**src/rtl/anim_sequencer.sv**
```systemverilog
// Animation sequencer: picks the bitmap frame index and horizontal scroll offset once per video frame.
// Optional build macro ANIM_PINGPONG_EN makes frame_idx bounce between 0 and NUM_FRAMES-1 instead of wrapping.
module anim_sequencer #(
    parameter int NUM_FRAMES   = 2,
    parameter int DEFAULT_HOLD = 16,
    parameter int SCROLL_BITS  = 10,
    parameter int SCROLL_STEP  = 2,
    localparam int FRAME_BITS  = (NUM_FRAMES > 1) ? $clog2(NUM_FRAMES) : 1
) (
    input  logic                   clk,
    input  logic                   rst_n,
    input  logic                   frame_tick,
    input  logic                   cmd_valid,
    output logic                   cmd_ready,
    input  logic [1:0]             cmd_op,
    input  logic [7:0]             cmd_arg,
    output logic [FRAME_BITS-1:0]  frame_idx,
    output logic [SCROLL_BITS-1:0] scroll_x,
    output logic                   playing
);

    typedef enum logic [1:0] {
        ST_PLAYING   = 2'd0,
        ST_PAUSED    = 2'd1,
        ST_STEP_PEND = 2'd2
    } state_t;

    localparam logic [1:0] OP_PLAY     = 2'd0;
    localparam logic [1:0] OP_PAUSE    = 2'd1;
    localparam logic [1:0] OP_STEP     = 2'd2;
    localparam logic [1:0] OP_SET_HOLD = 2'd3;

    localparam logic [FRAME_BITS-1:0] LAST_IDX = FRAME_BITS'(NUM_FRAMES - 1);

    state_t                 state_q, state_d;
    logic [FRAME_BITS-1:0]  idx_q, idx_d;
    logic [SCROLL_BITS-1:0] scroll_q, scroll_d;
    logic [7:0]             cnt_q, cnt_d;
    logic [7:0]             hold_q, hold_d;
    logic                   ready_q, playing_q;
    logic                   cmd_fire;
    logic                   adv_frame;
`ifdef ANIM_PINGPONG_EN
    logic                   dir_q, dir_d;   // 0 = counting up, 1 = counting down
`endif

    assign cmd_fire = cmd_valid && ready_q;

    always_comb begin
        state_d   = state_q;
        idx_d     = idx_q;
        scroll_d  = scroll_q;
        cnt_d     = cnt_q;
        hold_d    = hold_q;
        adv_frame = 1'b0;
`ifdef ANIM_PINGPONG_EN
        dir_d     = dir_q;
`endif

        // The tick sees the pre-command state; the command is layered on top below.
        if (frame_tick) begin
            case (state_q)
                ST_PLAYING: begin
                    scroll_d = scroll_q + SCROLL_BITS'(SCROLL_STEP);
                    if (cnt_q == hold_q - 8'd1) begin
                        cnt_d     = 8'd0;
                        adv_frame = 1'b1;
                    end else begin
                        cnt_d = cnt_q + 8'd1;
                    end
                end
                ST_STEP_PEND: begin
                    scroll_d  = scroll_q + SCROLL_BITS'(SCROLL_STEP);
                    cnt_d     = 8'd0;
                    adv_frame = 1'b1;
                    state_d   = ST_PAUSED;
                end
                default: ;
            endcase
        end

        if (adv_frame) begin
`ifdef ANIM_PINGPONG_EN
            if (NUM_FRAMES > 1) begin
                if (!dir_q) begin
                    if (idx_q == LAST_IDX) begin
                        idx_d = idx_q - 1'b1;
                        dir_d = 1'b1;
                    end else begin
                        idx_d = idx_q + 1'b1;
                    end
                end else begin
                    if (idx_q == '0) begin
                        idx_d = idx_q + 1'b1;
                        dir_d = 1'b0;
                    end else begin
                        idx_d = idx_q - 1'b1;
                    end
                end
            end
`else
            idx_d = (idx_q == LAST_IDX) ? '0 : idx_q + 1'b1;
`endif
        end

        // STEP_PEND never accepts commands, so its tick transition cannot collide with one here.
        if (cmd_fire) begin
            case (cmd_op)
                OP_PLAY:  state_d = ST_PLAYING;
                OP_PAUSE: state_d = ST_PAUSED;
                OP_STEP: begin
                    if (state_q == ST_PAUSED) state_d = ST_STEP_PEND;
                end
                OP_SET_HOLD: begin
                    hold_d = (cmd_arg == 8'd0) ? 8'd1 : cmd_arg;
                    cnt_d  = 8'd0;
                end
                default: ;
            endcase
        end
    end

    always_ff @(posedge clk) begin
        if (!rst_n) begin
            state_q   <= ST_PLAYING;
            idx_q     <= '0;
            scroll_q  <= '0;
            cnt_q     <= 8'd0;
            hold_q    <= 8'(DEFAULT_HOLD);
            ready_q   <= 1'b1;
            playing_q <= 1'b1;
`ifdef ANIM_PINGPONG_EN
            dir_q     <= 1'b0;
`endif
        end else begin
            state_q   <= state_d;
            idx_q     <= idx_d;
            scroll_q  <= scroll_d;
            cnt_q     <= cnt_d;
            hold_q    <= hold_d;
            ready_q   <= (state_d != ST_STEP_PEND);
            playing_q <= (state_d == ST_PLAYING);
`ifdef ANIM_PINGPONG_EN
            dir_q     <= dir_d;
`endif
        end
    end

    assign frame_idx = idx_q;
    assign scroll_x  = scroll_q;
    assign cmd_ready = ready_q;
    assign playing   = playing_q;

endmodule

```
**config.mk**
```make
export PLATFORM = sky130hd
export DESIGN_NAME = anim_sequencer
export DESIGN_NICKNAME = d
export VERILOG_FILES = /design/src/rtl/anim_sequencer.sv
export SDC_FILE = /design/constraint.sdc
export NUM_CORES = 1
export LEC_CHECK = 0
export CAP_MARGIN = 20
export CORE_MARGIN = 2
export CORE_UTILIZATION = 51
export DETAILED_ROUTE_END_ITERATION = 8
export PLACE_DENSITY = 0.79
export SLEW_MARGIN = 20
export SYNTH_ARGS = -nofsm -noshare
export SYNTH_HDL_FRONTEND = slang
export SYNTH_SLANG_ARGS = --single-unit
export TNS_END_PERCENT = 1
```
**constraint.sdc**
```tcl
create_clock -name clk -period 2.8 [get_ports clk]
set_input_delay 0.56 -clock clk [delete_from_list [all_inputs] [get_ports clk]]
set_output_delay 0.56 -clock clk [all_outputs]
set_load 0.01 [all_outputs]
```
## After elaboration in Yosys (flattened, before gate mapping)

Cells that the tools add are included.

| operators by class | value |
|---|---|
| add/sub/neg operators | 4 |
| equal/unequal tests | 7 |
| muxes and demuxes | 15 |
| reduce and logical (&&, ||, !) cells | 8 |

Operators by type and width:

| kind | count |
|---|---|
| 8-bit 2-to-1 mux | 5 |
| 8-bit case mux with 2 select lines | 1 |
| 10-bit by 2-bit adder with 10-bit output, second input constant | 1 |
| 8-bit by 1-bit adder with 8-bit output, second input constant | 1 |
| 8-bit equality test | 1 |
| 8-bit logical NOT | 1 |
| 2-bit 2-to-1 mux | 4 |
| 8-bit by 1-bit subtractor with 8-bit output, second input constant | 1 |
| 2-bit equality test, second input constant | 3 |
| 2-bit logical NOT | 3 |
| 2-bit case mux with 3 select lines | 1 |
| 2-bit by 1-bit equality test with 1-bit output, second input constant | 2 |
| 2-bit AND reduction | 2 |
| 1-bit 2-to-1 mux | 3 |
| 2-bit inequality test, second input constant | 1 |
| 1-bit case mux with 2 select lines | 1 |
| 2-bit OR reduction | 1 |
| 1-bit adder, second input constant | 1 |
| 1-bit logical AND | 1 |

| word-level totals | value |
|---|---|
| flip-flop bits (word level) | 31 |
| input port bits | 14 |
| output and inout bits | 13 |
| logic and storage cells | 41 |

## Logic depth before layout (Yosys ltp)

| logic depth | value |
|---|---|
| depth in word-level cells | 7 |
| depth in mapped cells | 7 |
| mapped depth without buffers | 7 |

## Worst setup path before layout

Ideal clock, no wire load.

| timing path | value |
|---|---|
| path kind | reg2reg |
| start | reg hold_q[0] |
| end | reg idx_q, in the netlist frame_idx |
| library setup time | 0.072 ns |
| arrival | 1.989 ns |
| data required time | 2.728 ns |
| path slack | 0.739 ns |
| stages on the path, launching flop included | 6 |
| path buffers | 0 |
| clock period less this slack | 2.061 ns |
| cells stage by stage | dfxtp_1 > or4_4 > nor4_1 > nor4_2 > o41ai_4 > mux2i_1 |

| between the ends | value |
|---|---|
| cells in the longest elaborated chain, start to end | 5 |

RTL lines:

| what | RTL line | text |
|---|---|---|
| start: declaration | 39 | `logic [7:0] hold_q, hold_d;` |
| start signal: assignment | 129 | `hold_q <= 8'(DEFAULT_HOLD);` |
| start signal: assignment | 140 | `hold_q <= hold_d;` |
| 8-bit by 1-bit subtractor with 8-bit output | 65 | `if (cnt_q == hold_q - 8'd1) begin` |
| 8-bit equality test | 65 |  |
| 1-bit 2-to-1 mux | 65 |  |
| 1-bit case mux with 2 select lines | 62 | `case (state_q)` |
| 1-bit 2-to-1 mux | 61 | `if (frame_tick) begin` |
| end signal: assignment | 137 | `idx_q <= idx_d;` |
| end: declaration | 36 | `logic [FRAME_BITS-1:0] idx_q, idx_d;` |

No other way between the ends.
A chain may end at the register's enable or synchronous reset.

## Worst setup path in the final report

Same ends and word-level chain as after synthesis.

==> flow_summary.json <==
{
  "status": "finished with violations",
  "violations": "DRC",
  "power_density_nw_per_um2": 429.6,
  "start_kind": "register",
  "syn_inst": 181,
  "drtAntennaViolNets": 0,
  "clock_latency_ns": 0.33,
  "multi_input_area_um2": 885.9,
  "rsz0062_at_grt": "false",
  "ys_seq_area_share_pct": 39.41,
  "syn_nets": 198,
  "synthMuxAreaShare_pct": 0.6568,
  "final_cell_mix": "nand2_1 (31), dfxtp_1 (30), clkdlybuf4s50_1 (25)",
  "clk_pin_slew_ns": 0.09,
  "cap_violations": 0,
  "ir_drop_uv": 429.9,
  "synth_flop_cell": "dfxtp_1",
  "clock_sinks": 30,
  "die_area_um2": 3442,
  "async_reset_ff_share_pct": 0,
  "synthToLayoutAreaGrowth_pct": 21.18,
  "synth_top_family_by_area": "simple AND/OR/NAND/NOR gates",
  "cp_slowest_stage_delay_ns": 0.57,
  "gp_congestion": 0.8477,
  "synth_edf_count": 0,
  "ios": 27,
  "wirelength_um": 3378,
  "overflow": 0,
  "relSlewSlack_pct": 62.36,
  "die_w_um": 58.67,
  "drc_errors": 1,
  "slew_viol_final": 0,
  "finalNetCount": 226,
  "synth_simple_gate_area_share_pct": 29.97,
  "grt_pass1_vias": 1244,
  "drive_above_1_share_pct": 5.742,
  "syn_avg_cell_area_um2": 8.420,
  "finalHoldViolations": 0,
  "reg2reg_slack_ns": 0.48,
  "initial_utilization_pct": 54.33,
  "grt_use_total_pct": 21.74,
  "finalCriticalPeriod_ns": 2.318,
  "vias": 1385,
  "drt-wirelength-per-cell_um": 14.08,
  "synth_xor_area_share_pct": 12.07,
  "via_per_inst": 5.771,
  "setup_tns_ns": 0,
  "layout_commonest_cell": "nand2_1",
  "portBuffers": 25,
  "ys_ff_latch": 30,
  "register_area_um2": 600.6,
  "timing.rr.end": "frame_idx$_SDFFE_PN0P_",
  "antenna_found_initial": 0,
  "synth_area_um2": 1524,
  "cts_hold_buf": 0,
  "drt_iter0_markers": 60,
  "worst_pin_slew_ns": 0.5600,
  "clockBufferDepth": 2,
  "required_ns": 3.06,
  "num_antenna_cells": 0,
  "hold_depth": 2,
  "dr.pass1.iters": 6,
  "fp.dieH_um": 58.67,
  "end_kind": "register",
  "min_from": "frame_idx$_SDFFE_PN0P_",
  "p_leak_nw": 0.6770,
  "cts_tree": "built",
  "core_um2": 2805,
  "path_cells": "or4_4 -> nor4_1 -> nor4_2 -> o41ai_4 -> mux2i_1",
  "hpwl_um": 2616,
  "worstPathArrival_ns": 2.57,
  "yosys.area_share.adder_pct": 2.463,
  "fp-row-count": 19,
  "yosysWarnings": 0,
  "min_delay_worst_endpoint": "frame_idx$_SDFFE_PN0P_",
  "clockRootBuffer": "clkbuf_4",
  "synth-compound-area-share_pct": 12.73,
  "skew_ns": 0.005227,
  "layout_worst_path_cycle_share_pct": 82.78,
  "grt_max_degree": 14,
  "htree_levels": 2,
  "yosysUniqueCellTypes": 40,
  "cts_resized": 0,
  "fillers": 261,
  "crit_type": "register to register",
  "holdCritPathClass": "register to register",
  "numCtsBuffers": 5,
  "cts_setup_buffers": 0,
  "cp_slowest_cell": "or4_4",
  "p_total_w": 0.0007934,
  "setup-violations-final": 0,
  "cp_max_fo": 7,
  "reg2reg_depth": 5,
  "r2r-start": "hold_q[0]$_SDFFE_PN0P_",
  "grt_pass1_wl_um": 5554,
  "fmax_ghz": 0.4315
}
cell type report:
class,count,share of cell area (%)
multi-input combinational,142,47.97
sequential,30,32.52
timing repair buffer,27,14.36
clock buffer,7,2.439
tap,31,2.100
inverter,3,0.6098
power breakdown:
group          total, W  leakage [nW]  switching (W)  internal (W)
sequential     0.000453         0.243      0.0000155      0.000438
clock          0.000234        0.0254       0.000139     0.0000945
combinational  0.000107         0.408      0.0000520     0.0000545
total          0.000793         0.677       0.000207      0.000587
worst max-delay path: cells and delay by family, from the launching register on:
family | cells | cell delay (ns)
simple gates | 3 | 1.08
compound gates | 1 | 0.55
flops | 1 | 0.36
mux | 1 | 0.26
cell families (layout without fill, tap and decap cells):
family,after synthesis,count (layout)
flops,30,30
other cells,1,1
buf+inv,9,37
xor+xnor,21,21
compound gates,29,29
mux,1,1
fa+ha+maj,3,3
simple gates,87,87
flip-flops by register name, summed over array words and instances, names as in the netlist:
register,count
playing,1
cmd_ready,1
scroll_x,9
state_q,2
hold_q,8
frame_idx,1
cnt_q,8
metal layers:
layer	GRT usage, %	vias up	share of wire (%)
li1	-	700	-
met1	25.31	658	44
met2	36.60	23	49
met3	7.473	4	4.8
met4	8.766	0	1.2
met5	0	-	0
cell usage after synthesis (all sizes together) (2+ instances only):
| master | instances | area share (%) |
|---|---|---|
| nand4 | 7 | 2.9 |
| o21ai | 5 | 1.6 |
| nor2b | 2 | 0.82 |
| o31ai | 2 | 0.98 |
| inv | 2 | 0.49 |
| nor2 | 12 | 3.0 |
| clkbuf | 4 | 0.98 |
| or3 | 2 | 0.82 |
| xnor2 | 5 | 2.9 |
| nand3b | 2 | 0.98 |
| a31oi | 2 | 0.82 |
| a21oi | 14 | 4.6 |
| dfxtp | 30 | 39 |
| xor2 | 16 | 9.2 |
| and3 | 2 | 0.82 |
| and4 | 4 | 2.3 |
| nand3 | 2 | 0.66 |
| nand2 | 31 | 7.6 |
| ha | 3 | 2.5 |
| buf | 2 | 0.74 |
| nor3 | 9 | 3.0 |
| nand2b | 3 | 1.2 |
| nor4 | 5 | 2.5 |
per-stage QoR:
stage	std cells	utilization [%]	hold WS [ns]	instance area, um^2	setup slack [ns]
floorplan	181	-	0.4630	1524	0.7391
global placement	233	64.23	0.4521	1802	0.6326
detailed placement	233	64.23	0.4860	1802	0.5109
CTS	240	65.83	0.4947	1847	0.4935
global route	240	65.83	0.5311	1847	0.3919
finish	240	65.83	0.4875	1847	0.4823
worst max-delay path by stage:
stage | start | slack (ns) | depth (start not counted) | to
2_1_floorplan | hold_q[0]$_SDFFE_PN0P_ | 0.74 | 5 | frame_idx$_SDFFE_PN0P_
3_3_place_gp | hold_q[0]$_SDFFE_PN0P_ | 0.63 | 5 | frame_idx$_SDFFE_PN0P_
3_5_place_dp | hold_q[0]$_SDFFE_PN0P_ | 0.51 | 5 | frame_idx$_SDFFE_PN0P_
4_1_cts | hold_q[0]$_SDFFE_PN0P_ | 0.49 | 5 | frame_idx$_SDFFE_PN0P_
5_1_grt | hold_q[0]$_SDFFE_PN0P_ | 0.39 | 5 | frame_idx$_SDFFE_PN0P_
6_report | hold_q[0]$_SDFFE_PN0P_ | 0.48 | 5 | frame_idx$_SDFFE_PN0P_
Power figures use the tool's default switching activity.
